--- config.mk ---
export PLATFORM = sky130hd
export DESIGN_NAME = dht11_read_scheduler_flat
export DESIGN_NICKNAME = d
export VERILOG_FILES = /design/src/rtl/thermogrow_pkg.sv /design/src/rtl/dht11_read_scheduler_if.sv /design/src/rtl/ms_tick_gen.sv /design/src/rtl/dht11_read_scheduler.sv /design/src/flat_wrapper.sv
export SDC_FILE = /design/constraint.sdc
export NUM_CORES = 1
export LEC_CHECK = 0
export ABC_AREA = 1
export CAP_MARGIN = 25
export CORE_ASPECT_RATIO = 0.9
export CORE_MARGIN = 10
export CORE_UTILIZATION = 45
export CTS_BUF_LIST = sky130_fd_sc_hd__clkbuf_8
export CTS_CLUSTER_DIAMETER = 30
export DETAILED_ROUTE_END_ITERATION = 16
export PLACE_DENSITY = 0.76
export SETUP_SLACK_MARGIN = 0.05
export SLEW_MARGIN = 10
export SYNTH_ARGS = -nofsm -noshare
export SYNTH_HDL_FRONTEND = slang
export SYNTH_SLANG_ARGS = --single-unit
--- constraint.sdc ---
create_clock -name clk -period 2.68 [get_ports clk]
set_input_delay 0.402 -clock clk [delete_from_list [all_inputs] [get_ports clk]]
set_output_delay 0.402 -clock clk [all_outputs]
set_load 0.005 [all_outputs]
--- src/rtl/thermogrow_pkg.sv ---
// Shared definitions for the thermogrow acquisition path: scheduler state
// encoding, sensor range defaults, sample record and the acceptance rule.
package thermogrow_pkg;

  // Scheduler state encoding (4-bit, kept as plain constants for legacy tools)
  localparam logic [3:0] ST_IDLE        = 4'd0;
  localparam logic [3:0] ST_STARTUP     = 4'd1;
  localparam logic [3:0] ST_WAIT_PERIOD = 4'd2;
  localparam logic [3:0] ST_START       = 4'd3;
  localparam logic [3:0] ST_WAIT_DONE   = 4'd4;
  localparam logic [3:0] ST_CHECK       = 4'd5;
  localparam logic [3:0] ST_PUBLISH     = 4'd6;
  localparam logic [3:0] ST_FAIL        = 4'd7;
  localparam logic [3:0] ST_RETRY_WAIT  = 4'd8;

  // DHT11 plausible range defaults
  localparam int TEMP_MAX_C = 60;
  localparam int HUM_MAX_RH = 99;

  // The decimal bytes of a DHT11 are tenths, so anything above 9 is corrupt
  localparam logic [7:0] DEC_MAX = 8'd9;

  typedef struct packed {
    logic [7:0] temp_int;
    logic [7:0] temp_dec;
    logic [7:0] hum_int;
    logic [7:0] hum_dec;
  } sample_t;

  function automatic int max2(input int a, input int b);
    return (a > b) ? a : b;
  endfunction

  // A reading is accepted only with a good checksum and every byte in range
  function automatic logic reading_ok(input logic ok, input sample_t s,
                                      input logic [7:0] t_max,
                                      input logic [7:0] h_max);
    return ok && (s.temp_int <= t_max) && (s.hum_int <= h_max) &&
           (s.temp_dec <= DEC_MAX) && (s.hum_dec <= DEC_MAX);
  endfunction

endpackage

--- src/rtl/dht11_read_scheduler_if.sv ---
// Sensor-side link between the read scheduler and the DHT11 interface block.
//
// Handshake: this is a pulse request/response link, not a streaming bus.
// The scheduler raises sensor_start for exactly one cycle to request one
// transaction. The sensor block later raises sensor_done for exactly one
// cycle; sensor_ok and the four data bytes are meaningful only in that
// cycle. A sensor_done that arrives while no request is outstanding is
// dropped by the scheduler.
interface dht11_read_scheduler_if;
  logic       sensor_start;
  logic       sensor_done;
  logic       sensor_ok;
  logic [7:0] temp_int_i;
  logic [7:0] temp_dec_i;
  logic [7:0] hum_int_i;
  logic [7:0] hum_dec_i;

  modport master (
    output sensor_start,
    input  sensor_done, sensor_ok, temp_int_i, temp_dec_i, hum_int_i, hum_dec_i
  );

  modport slave (
    input  sensor_start,
    output sensor_done, sensor_ok, temp_int_i, temp_dec_i, hum_int_i, hum_dec_i
  );
endinterface

--- src/rtl/ms_tick_gen.sv ---
// 1 ms tick divider. clear restarts the count so a delay measured from a
// state entry is a whole number of milliseconds.
module ms_tick_gen #(
  parameter int CLK_HZ = 50000000
) (
  input  logic clk,
  input  logic rst,
  input  logic clear,
  output logic tick
);

  localparam int DIV = (CLK_HZ / 1000 < 1) ? 1 : CLK_HZ / 1000;
  localparam int CW  = (DIV > 1) ? $clog2(DIV) : 1;
  localparam logic [CW-1:0] LAST = CW'(DIV - 1);

  logic [CW-1:0] cnt;

  // Free-running divider, restarted on reset or clear
  always_ff @(posedge clk) begin
    if (rst || clear) begin
      cnt <= '0;
    end else if (cnt == LAST) begin
      cnt <= '0;
    end else begin
      cnt <= cnt + CW'(1);
    end
  end

  assign tick = (cnt == LAST);

endmodule

--- src/rtl/dht11_read_scheduler.sv ---
// DHT11 read scheduler: paces reads, supervises each transaction with a
// timeout, retries failures, range-checks readings and publishes the last
// good sample to the LCD and fan consumers.
module dht11_read_scheduler
  import thermogrow_pkg::*;
#(
  parameter int CLK_HZ       = 50000000,
  parameter int STARTUP_MS   = 1000,
  parameter int PERIOD_MS    = 2000,
  parameter int TIMEOUT_MS   = 20,
  parameter int RETRY_GAP_MS = 1100,
  parameter int MAX_RETRY    = 3,
  parameter int TEMP_MAX     = TEMP_MAX_C,
  parameter int HUM_MAX      = HUM_MAX_RH
) (
  input  logic                  clk,
  input  logic                  rst,
  input  logic                  enable,
  dht11_read_scheduler_if.master sens,
  output logic [7:0]            temp_int_o,
  output logic [7:0]            temp_dec_o,
  output logic [7:0]            hum_int_o,
  output logic [7:0]            hum_dec_o,
  output logic                  data_valid,
  output logic                  lcd_update,
  output logic                  sensor_fault,
  output logic [7:0]            fail_count,
  output logic [3:0]            state_dbg
);

  localparam int MS_MAX = max2(max2(STARTUP_MS, PERIOD_MS), max2(TIMEOUT_MS, RETRY_GAP_MS));
  localparam int MS_W   = $clog2(MS_MAX + 1);
  localparam int RC_W   = $clog2(MAX_RETRY + 1);
  localparam logic [RC_W-1:0] RC_MAX  = RC_W'(MAX_RETRY);
  localparam logic [RC_W-1:0] RC_LAST = RC_W'(MAX_RETRY - 1);

  logic [3:0]      state;
  logic [3:0]      state_next;
  logic [MS_W-1:0] ms_cnt;
  logic            ms_last;
  logic            tick;
  logic            tick_clear;
  sample_t         shadow;
  logic            shadow_ok;
  logic            pass;
  logic [RC_W-1:0] consec;

  // Every state change restarts the divider so each wait is whole ms
  assign tick_clear = (state_next != state);
  assign ms_last    = (ms_cnt <= MS_W'(1));
  assign pass       = reading_ok(shadow_ok, shadow, 8'(TEMP_MAX), 8'(HUM_MAX));

  assign sens.sensor_start = (state == ST_START);
  assign state_dbg         = state;

  ms_tick_gen #(.CLK_HZ(CLK_HZ)) u_tick (
    .clk   (clk),
    .rst   (rst),
    .clear (tick_clear),
    .tick  (tick)
  );

  // Next-state decode; enable is honoured only outside an active read
  always_comb begin
    state_next = state;
    unique case (state)
      ST_IDLE:
        if (enable) state_next = ST_STARTUP;
      ST_STARTUP, ST_WAIT_PERIOD, ST_RETRY_WAIT:
        if (!enable)               state_next = ST_IDLE;
        else if (tick && ms_last)  state_next = ST_START;
      ST_START:
        state_next = ST_WAIT_DONE;
      ST_WAIT_DONE:
        // done wins over a timeout expiring in the same cycle
        if (sens.sensor_done)      state_next = ST_CHECK;
        else if (tick && ms_last)  state_next = ST_FAIL;
      ST_CHECK:
        state_next = pass ? ST_PUBLISH : ST_FAIL;
      ST_PUBLISH:
        state_next = enable ? ST_WAIT_PERIOD : ST_IDLE;
      ST_FAIL:
        state_next = enable ? ST_RETRY_WAIT : ST_IDLE;
      default:
        state_next = ST_IDLE;
    endcase
  end

  // State register and millisecond down-counter, reloaded on state entry
  always_ff @(posedge clk) begin
    if (rst) begin
      state  <= ST_IDLE;
      ms_cnt <= '0;
    end else begin
      state <= state_next;
      if (state_next != state) begin
        case (state_next)
          ST_STARTUP:     ms_cnt <= MS_W'(STARTUP_MS);
          ST_WAIT_PERIOD: ms_cnt <= MS_W'(PERIOD_MS);
          ST_RETRY_WAIT:  ms_cnt <= MS_W'(RETRY_GAP_MS);
          ST_WAIT_DONE:   ms_cnt <= MS_W'(TIMEOUT_MS);
          default:        ms_cnt <= ms_cnt;
        endcase
      end else if (tick && (ms_cnt != '0)) begin
        ms_cnt <= ms_cnt - MS_W'(1);
      end
    end
  end

  // Capture the raw reading only while a transaction is outstanding
  always_ff @(posedge clk) begin
    if (rst) begin
      shadow    <= '0;
      shadow_ok <= 1'b0;
    end else if ((state == ST_WAIT_DONE) && sens.sensor_done) begin
      shadow    <= '{temp_int: sens.temp_int_i, temp_dec: sens.temp_dec_i,
                     hum_int:  sens.hum_int_i,  hum_dec:  sens.hum_dec_i};
      shadow_ok <= sens.sensor_ok;
    end
  end

  // Publish accepted samples; lcd_update pulses with the new data
  always_ff @(posedge clk) begin
    if (rst) begin
      temp_int_o <= '0;
      temp_dec_o <= '0;
      hum_int_o  <= '0;
      hum_dec_o  <= '0;
      data_valid <= 1'b0;
      lcd_update <= 1'b0;
    end else begin
      lcd_update <= (state == ST_PUBLISH);
      if (state == ST_PUBLISH) begin
        temp_int_o <= shadow.temp_int;
        temp_dec_o <= shadow.temp_dec;
        hum_int_o  <= shadow.hum_int;
        hum_dec_o  <= shadow.hum_dec;
        data_valid <= 1'b1;
      end
    end
  end

  // Failure bookkeeping: lifetime count and consecutive-failure fault flag
  always_ff @(posedge clk) begin
    if (rst) begin
      fail_count   <= '0;
      consec       <= '0;
      sensor_fault <= 1'b0;
    end else if (state == ST_PUBLISH) begin
      consec       <= '0;
      sensor_fault <= 1'b0;
    end else if (state == ST_FAIL) begin
      if (fail_count != 8'hFF) fail_count <= fail_count + 8'd1;
      if (consec != RC_MAX)    consec     <= consec + RC_W'(1);
      if (consec >= RC_LAST)   sensor_fault <= 1'b1;
    end
  end

endmodule

--- src/flat_wrapper.sv ---
// flat-port wrapper written by rule: the top's interface ports become plain ports
module dht11_read_scheduler_flat import thermogrow_pkg::*;
#(
  parameter int CLK_HZ       = 50000000,
  parameter int STARTUP_MS   = 1000,
  parameter int PERIOD_MS    = 2000,
  parameter int TIMEOUT_MS   = 20,
  parameter int RETRY_GAP_MS = 1100,
  parameter int MAX_RETRY    = 3,
  parameter int TEMP_MAX     = TEMP_MAX_C,
  parameter int HUM_MAX      = HUM_MAX_RH
)
  (clk, rst, enable, temp_int_o, temp_dec_o, hum_int_o, hum_dec_o, data_valid, lcd_update, sensor_fault, fail_count, state_dbg, sens_sensor_start, sens_sensor_done, sens_sensor_ok, sens_temp_int_i, sens_temp_dec_i, sens_hum_int_i, sens_hum_dec_i);
  dht11_read_scheduler_if sens_i ();
  input  logic clk;
  input  logic rst;
  input  logic enable;
  output logic [7:0] temp_int_o;
  output logic [7:0] temp_dec_o;
  output logic [7:0] hum_int_o;
  output logic [7:0] hum_dec_o;
  output logic data_valid;
  output logic lcd_update;
  output logic sensor_fault;
  output logic [7:0] fail_count;
  output logic [3:0] state_dbg;
  output wire logic [$bits(sens_i.sensor_start)-1:0] sens_sensor_start;
  input wire logic [$bits(sens_i.sensor_done)-1:0] sens_sensor_done;
  input wire logic [$bits(sens_i.sensor_ok)-1:0] sens_sensor_ok;
  input wire logic [$bits(sens_i.temp_int_i)-1:0] sens_temp_int_i;
  input wire logic [$bits(sens_i.temp_dec_i)-1:0] sens_temp_dec_i;
  input wire logic [$bits(sens_i.hum_int_i)-1:0] sens_hum_int_i;
  input wire logic [$bits(sens_i.hum_dec_i)-1:0] sens_hum_dec_i;
  assign sens_sensor_start = sens_i.sensor_start;
  assign sens_i.sensor_done = sens_sensor_done;
  assign sens_i.sensor_ok = sens_sensor_ok;
  assign sens_i.temp_int_i = sens_temp_int_i;
  assign sens_i.temp_dec_i = sens_temp_dec_i;
  assign sens_i.hum_int_i = sens_hum_int_i;
  assign sens_i.hum_dec_i = sens_hum_dec_i;
  dht11_read_scheduler #(.CLK_HZ(CLK_HZ), .STARTUP_MS(STARTUP_MS), .PERIOD_MS(PERIOD_MS), .TIMEOUT_MS(TIMEOUT_MS), .RETRY_GAP_MS(RETRY_GAP_MS), .MAX_RETRY(MAX_RETRY), .TEMP_MAX(TEMP_MAX), .HUM_MAX(HUM_MAX)) u_core (.clk(clk), .rst(rst), .enable(enable), .sens(sens_i), .temp_int_o(temp_int_o), .temp_dec_o(temp_dec_o), .hum_int_o(hum_int_o), .hum_dec_o(hum_dec_o), .data_valid(data_valid), .lcd_update(lcd_update), .sensor_fault(sensor_fault), .fail_count(fail_count), .state_dbg(state_dbg));
endmodule
# ---- Yosys cells after proc, flatten, opt, wreduce, memory -nomap -nowiden
# Cells that the tools add are included.
dict set report totals {
  regBits 109
  latchBits 0
  mem_bits_rw 0
  rom_bits 0
  input_bits 37
  output_inout_bits 48
  wordCells 75
  mem_count 0
}
dict set report op_classes {
  addsub 4
  mul 0
  n_div 0
  order_cmp 6
  n_eq_ne 17
  n_shift 0
  mux 12
  n_bitwise 1
  n_reduce_logical 18
}
# cell count
set op_table {}
lappend op_table {{one-hot mux 11 bit (4 select lines)} 1}
lappend op_table {{one-hot mux 4 bit (7 select lines)} 1}
lappend op_table {{2-to-1 mux 4 bit} 6}
lappend op_table {{2-to-1 mux 11 bit} 2}
lappend op_table {{== test 4 x 3 -> 1 bit, second input constant} 5}
lappend op_table {{adder 16 x 1 -> 16 bit, second input constant} 1}
lappend op_table {{== test 16 bit, second input constant} 1}
lappend op_table {{<= comparator 8 x 4 -> 1 bit, second input constant} 2}
lappend op_table {{== test 4 x 2 -> 1 bit, second input constant} 3}
lappend op_table {{<= comparator 11 x 1 -> 1 bit, second input constant} 1}
lappend op_table {{nonzero test 11 bit} 1}
lappend op_table {{subtractor 11 x 1 -> 11 bit, second input constant} 1}
lappend op_table {{adder 8 x 1 -> 8 bit, second input constant} 1}
lappend op_table {{== test 4 x 1 -> 1 bit, second input constant} 2}
lappend op_table {{== test 4 bit, second input constant} 2}
lappend op_table {{<= comparator 8 x 6 -> 1 bit, second input constant} 1}
lappend op_table {{<= comparator 8 x 7 -> 1 bit, second input constant} 1}
lappend op_table {{inequality test 8 bit, second input constant} 1}
lappend op_table {{logical AND 1 bit} 7}
lappend op_table {{AND reduction 2 bit} 3}
lappend op_table {{inequality test 5 x 1 -> 1 bit, second input constant} 1}
lappend op_table {{zero test 4 bit} 1}
lappend op_table {{inequality test 4 bit} 1}
lappend op_table {{OR reduction 2 bit} 2}
lappend op_table {{10 further kinds} 10}

# ---- Depth between registers and ports, before layout
dict set report depth {
  ltp_word 10
  depth_mapped 19
  mapped_depth_nobuf 19
}

# ---- Hierarchy
# A second synthesis with hierarchy kept.
dict set report hier_totals {
  hier_cells 684
  hier_area_um2 4974.8
}
# module n_inst cells_per_inst area_each_um2 seq_area_each_um2
set modules_own_cells {}
lappend modules_own_cells {dht11_read_scheduler 1 555 4117.7 1861.8}
lappend modules_own_cells {ms_tick_gen 1 129 857.1 320.3}

# ---- Worst setup path before layout
# Ideal clock, no wire load.
dict set report synth_timing {
  path_type {register -> register}
  startpoint {reg u_core.u_tick.cnt[0]}
  endpoint {reg u_core.ms_cnt[9]}
  setup_ns 0.115
  arrival_ns 1.977
  required_time_ns 2.565
  path_slack_ns 0.588
  stages_incl_launch_ff 16
  n_path_buf 1
  period_less_slack_ns 2.092
  path_cell_list {dfxtp_1 > ha_1 > nand2_1 > nor2_1 > nand3_1 > nor2_1 > nand2_1 > nand2_1 > a21oi_1 > nand3_1 > nand2_1 > o21ai_4 > buf_6 > nand3_1 > nand2_1 > nor2_1}
}
dict set report synth_between {
  elab_chain_len 8
  word_cells_on_any_way 18
  cone_classes {eq/ne (7); mux (7); reduce/logical (4)}
}
# element line_no
set synth_rtl {}
lappend synth_rtl {{start: declaration} ms_tick_gen.sv:16} ;# logic [CW-1:0] cnt;
lappend synth_rtl {{start signal: assignment} ms_tick_gen.sv:25} ;# cnt <= cnt + CW'(1);
lappend synth_rtl {{== test 16 bit *} ms_tick_gen.sv:29} ;# assign tick = (cnt == LAST);
lappend synth_rtl {{logical AND 1 bit} {dht11_read_scheduler.sv:71, dht11_read_scheduler.sv:77}}
lappend synth_rtl {{2-to-1 mux 4 bit, on equally long branches} {dht11_read_scheduler.sv:77, dht11_read_scheduler.sv:71}}
lappend synth_rtl {{2-to-1 mux 4 bit, on equally long branches} {dht11_read_scheduler.sv:76, dht11_read_scheduler.sv:70}}
lappend synth_rtl {{one-hot mux 4 bit (7 select lines)} dht11_read_scheduler.sv:66} ;# unique case (state)
lappend synth_rtl {{== test 4 x 3 -> 1 bit (tied with other cells)} dht11_read_scheduler.sv:97} ;# case (state_next)
lappend synth_rtl {{one-hot mux 11 bit (4 select lines) (tied with other cells)} dht11_read_scheduler.sv:97}
lappend synth_rtl {{2-to-1 mux 11 bit or AND reduction 2 bit (tied branches)} --}
lappend synth_rtl {{end signal: assignment} dht11_read_scheduler.sv:98} ;# ST_STARTUP: ms_cnt <= MS_W'(STARTUP_MS);
lappend synth_rtl {{end signal: assignment} dht11_read_scheduler.sv:99} ;# ST_WAIT_PERIOD: ms_cnt <= MS_W'(PERIOD_MS);
lappend synth_rtl {{end signal: assignment} dht11_read_scheduler.sv:100} ;# ST_RETRY_WAIT: ms_cnt <= MS_W'(RETRY_GAP_MS);
lappend synth_rtl {{end: declaration} dht11_read_scheduler.sv:39} ;# logic [MS_W-1:0] ms_cnt;
# Every way passes the cells marked *; elsewhere a longest branch is shown, timed or not. The select of a mux whose other input is x is not followed.
# A chain may end at the register's enable or synchronous reset.

# ---- Worst setup path in the final report
dict set report layout_timing {
  startpoint {reg u_core.state[2] (netlist: u_core.state_dbg[2])}
  endpoint {reg u_core.ms_cnt[7]}
}
dict set report layout_between {
  elab_chain_len 6
  word_cells_on_any_way 26
  cone_classes {eq/ne (14); mux (8); reduce/logical (4)}
}
# element line_no
set layout_rtl {}
lappend layout_rtl {{start: declaration} dht11_read_scheduler.sv:37} ;# logic [3:0] state;
lappend layout_rtl {{start signal: assignment} dht11_read_scheduler.sv:95} ;# state <= state_next;
lappend layout_rtl {{== test 4 x 1 -> 1 bit (tied with other cells)} dht11_read_scheduler.sv:66}
lappend layout_rtl {{OR reduction 3 bit (tied with other cells)} dht11_read_scheduler.sv:66}
lappend layout_rtl {{one-hot mux 4 bit (7 select lines)} dht11_read_scheduler.sv:66}
lappend layout_rtl {{== test 4 x 3 -> 1 bit (tied with other cells)} dht11_read_scheduler.sv:97}
lappend layout_rtl {{one-hot mux 11 bit (4 select lines) (tied with other cells)} dht11_read_scheduler.sv:97}
lappend layout_rtl {{2-to-1 mux 11 bit or AND reduction 2 bit (tied branches)} --}
# Parallel ways exist; a longest one is shown, timed or not. The select of a mux whose other input is x is not followed.

==> run_results.csv <==
group,metric,value,unit
run_status,status,"finished, final reports clean",
sta,finClkSkew,0.02106,ns
worst_setup_path,reg2reg_from,"u_core.state_dbg[2]",
worst_setup_path,crit_path_frequent_cell,"nand2_1",
floorplan,dieArea,15430,µm²
synth,ys_seq_area_frac,0.4466,
floorplan,die_x,129.8,µm
synth,synthDominantCellAreaShare,0.4466,
clocking,cts_buffers,9,
pwr,ir_drop,0.3851,mV
worst_setup_path,crit_path_end_kind,"flop",
sta,hold_violations,0,
synth,synth_top_cell_by_area,"dfxtp_1",
pwr,pwr-share-seq,0.548,
routing,drt_first_pass_iters,5,
worst_setup_path,slowest_stage,"dfxtp_1",
pwr,p_comb_frac,0.123,
routing,ant_nets,0,
worst_hold_path,hp-class,"reg2reg",
sta,timing.hold.ws,0.4542,ns
worst_setup_path,critPathLaunchType,"flop",
layout,ff_latch_area,2182,µm²
placed_design,routabilityCongestion,0.8617,
pwr,power.internal,2179,µW
worst_setup_path,crit_fanout,11,
worst_setup_path,startpoint,"u_core.state_dbg[2]",
worst_setup_path,crit_family,"simple AND/OR/NAND/NOR gates",
synth,async_reset_ff_frac,0,
routing,vias,4654,
sta,period_needed,2.352,ns
sta,max_freq,425.2,MHz
worst_hold_path,hold_start,"u_core.shadow[16]",
layout,fin_util,0.5721,
sta,post-route-period-util,0.8776,
synth,syn_area,4886,µm²
floorplan,rows,36,
clocking,insertion_delay,0.38,ns
synth,yosys_warnings,0,
worst_setup_path,worstPathRequired,2.95,ns
worst_setup_path,r2r_end,"u_core.ms_cnt[7]",
sta,grt_setup_unrepaired,"false",
layout,synthToLayoutAreaGrowth,25.53,%
worst_setup_path,reg2reg_depth,15,
sta,setup_viol,0,
worst_hold_path,min_to,"u_core.shadow[16]",
clocking,h-tree-depth,3,
clocking,cts_tree,"built",
synth,syn_inst,668,
global_route,antenna_found_initial,0,
floorplan,die_h,118.9,µm
worst_setup_path,cp.buffers_inverters,2,
synth,syn-num-nets,712,
worst_setup_path,max_stage_delay,0.40,ns
routing,drtIter0Drc,296,
global_route,gr-total-overflow,0,
clocking,cts-root-buf,"clkbuf_8",
placed_design,io_buffers,84,
placed_design,place_area,5877,µm²
synth,synth-edff-count,0,
sta,worstMarginPinSlew,0.5686,ns
layout,final_nets,795,
placed_design,place_hpwl,9047,µm
worst_setup_path,cp.arrival,2.62,ns
global_route,grt_first_pass_wirelength,20330,µm
floorplan,io_pins,85,
pwr,clkPwrFrac,0.329,
synth,synth_cell_types,35,
pwr,switching_share,0.2822,
synth,syn_avg_cell_area,7.314,µm²
worst_setup_path,path_cells,"inv_1, nor2_2, nand2_1, or2_0, nand2_1, nand3_1, nand3_1, nand2_1, nor2_4, nand3_4, o21ai_4, buf_4, nand3_1, nand2_1, nor2_1",
sta,maxSlewViolCount,0,
pwr,p_leak,0.002401,µW
sta,fin_setup_tns,0,ns
layout,multi_input_area,2313,µm²
worst_setup_path,reg2reg_slack,0.33,ns
global_route,grt_usage,0.1554,
layout,layout.filler_cells,978,
layout,finalInstanceArea,6133,µm²
routing,wl,12620,µm
global_route,grt_max_degree,66,
clocking,clk_pin_slew_worst_paths,0.13,ns
routing,wl_per_cell,14.19,µm
sta,maxSlewHeadroom,0.6210,
clocking,cts_sinks,109,
routing,viasPerCell,5.235,
job,drv_cap,0,
layout,antenna_cells,0,
synth,synth_ff_type,"dfxtp_1",
clocking,clockBufferDepth,2,
pwr,switchingPower,856.7,µW
global_route,first_global_vias,4404,
floorplan,core_area,10720,µm²
worst_hold_path,hold_path_depth,2,
layout,layout-drive-gt1-share,0.07143,
floorplan,start_util,0.4558,
worst_setup_path,crit_type,"reg2reg",
routing,drc,0,
pwr,power.density,494.9,nW/µm²
synth,ys_seq_elements,109,
synth,synthTopCellsByArea,"dfxtp_1, nand2_1, o21ai_0, nand3_1, inv_1",
clocking,hold_buffers,0,
final cells by class:
type	count	share of cell area
clock buffer	9	0.02020
clock inverter	7	0.01265
inverter	81	0.04957
multi-input combinational	451	0.3772
sequential	109	0.3558
tap	133	0.02713
timing repair buffer	99	0.1575
state kept, by name (all words and copies together) (netlist names):
signal / flops
u_core.shadow: 32
u_core.temp_int_o: 8
u_core.shadow_ok: 1
u_core.data_valid: 1
u_core.lcd_update: 1
u_core.sensor_fault: 1
u_core.temp_dec_o: 8
u_core.state_dbg: 4
u_core.consec: 2
u_core.hum_int_o: 8
u_core.fail_count: 8
u_core.u_tick.cnt: 16
u_core.hum_dec_o: 8
u_core.ms_cnt: 11
kinds of logic (layout without fill, tap and decap cells):
family,count (synthesis),after routing,synth area share
simple gates,283,285,0.2645
compound gates,145,145,0.1572
flops,109,109,0.4466
xor+xnor,14,14,0.02509
buf+inv,110,196,0.08860
fa+ha+maj,7,7,0.01792
layer usage:
metal | up-vias | share of wire | routed length (µm) | global-route usage
met5 | - | 0 | 0 | 0
met4 | 0 | 0.0067 | 84 | 0.02388
met3 | 8 | 0.083 | 1045 | 0.06075
met2 | 138 | 0.48 | 6011 | 0.2565
met1 | 2151 | 0.43 | 5476 | 0.1905
li1 | 2357 | - | - | -
how the worst max path moves through the flow:
stage / slack, ns / depth (start not counted) / to
6_report: 0.33 / 15 / u_core.ms_cnt[7]
5_1_grt: 0.07 / 17 / u_core.ms_cnt[10]
4_1_cts: 0.24 / 15 / u_core.ms_cnt[7]
3_5_place_dp: 0.20 / 13 / u_core.ms_cnt[7]
3_3_place_gp: 0.27 / 13 / u_core.ms_cnt[10]
2_1_floorplan: 0.59 / 15 / u_core.ms_cnt[9]
Yosys cell counts, types with 3 or more instances:
cell type,n
dfxtp_1,109
nand2_1,106
inv_1,79
o21ai_0,79
nor2_1,73
nand3_1,62
a21oi_1,55
clkbuf_1,23
nand4_1,14
xor2_1,10
ha_1,7
nor3_1,7
a21oi_2,4
buf_2,4
nand3b_1,4
nor3b_1,4
xnor2_1,4
nor4_1,3
placed cells by master (no fill, tap or decap), types with 10 or more instances in the layout:
master | Yosys | routed
a21oi_1 | 55 | 55
buf_4 | 0 | 14
clkdlybuf4s50_1 | 0 | 84
dfxtp_1 | 109 | 109
inv_1 | 79 | 78
nand2_1 | 106 | 105
nand3_1 | 62 | 62
nand4_1 | 14 | 14
nor2_1 | 73 | 72
o21ai_0 | 79 | 79
xor2_1 | 10 | 10
per-stage QoR:
step                      setup WS, ns  total power [µW]  instances
after detailed placement        0.2028              2058        869
final                           0.3281              3035        889
after floorplan                 0.5877              1938        668
after global routing           0.06813              3153        889
after global placement          0.2690              2058        869
after CTS                       0.2395              3041        885
power groups by stage:
stage	clock network [µW]	registers (µW)	logic, µW
3_3_place_gp	0	1700	358
5_1_grt	1070	1670	417
4_1_cts	1020	1660	360
6_report	998	1660	374
3_5_place_dp	0	1700	357
2_1_floorplan	0	1690	244
tightest hold or removal path, stage by stage, from the launching register on:
cell and delay, ns:
dfxtp_1 0.32, inv_1 0.05, a21oi_1 0.05
what timing repair did:
item	in CTS	in global routing
setup buffers	0	2
resized for setup	0	4
endpoints found under the setup margin	0	16
Power figures use the tool's default switching activity.
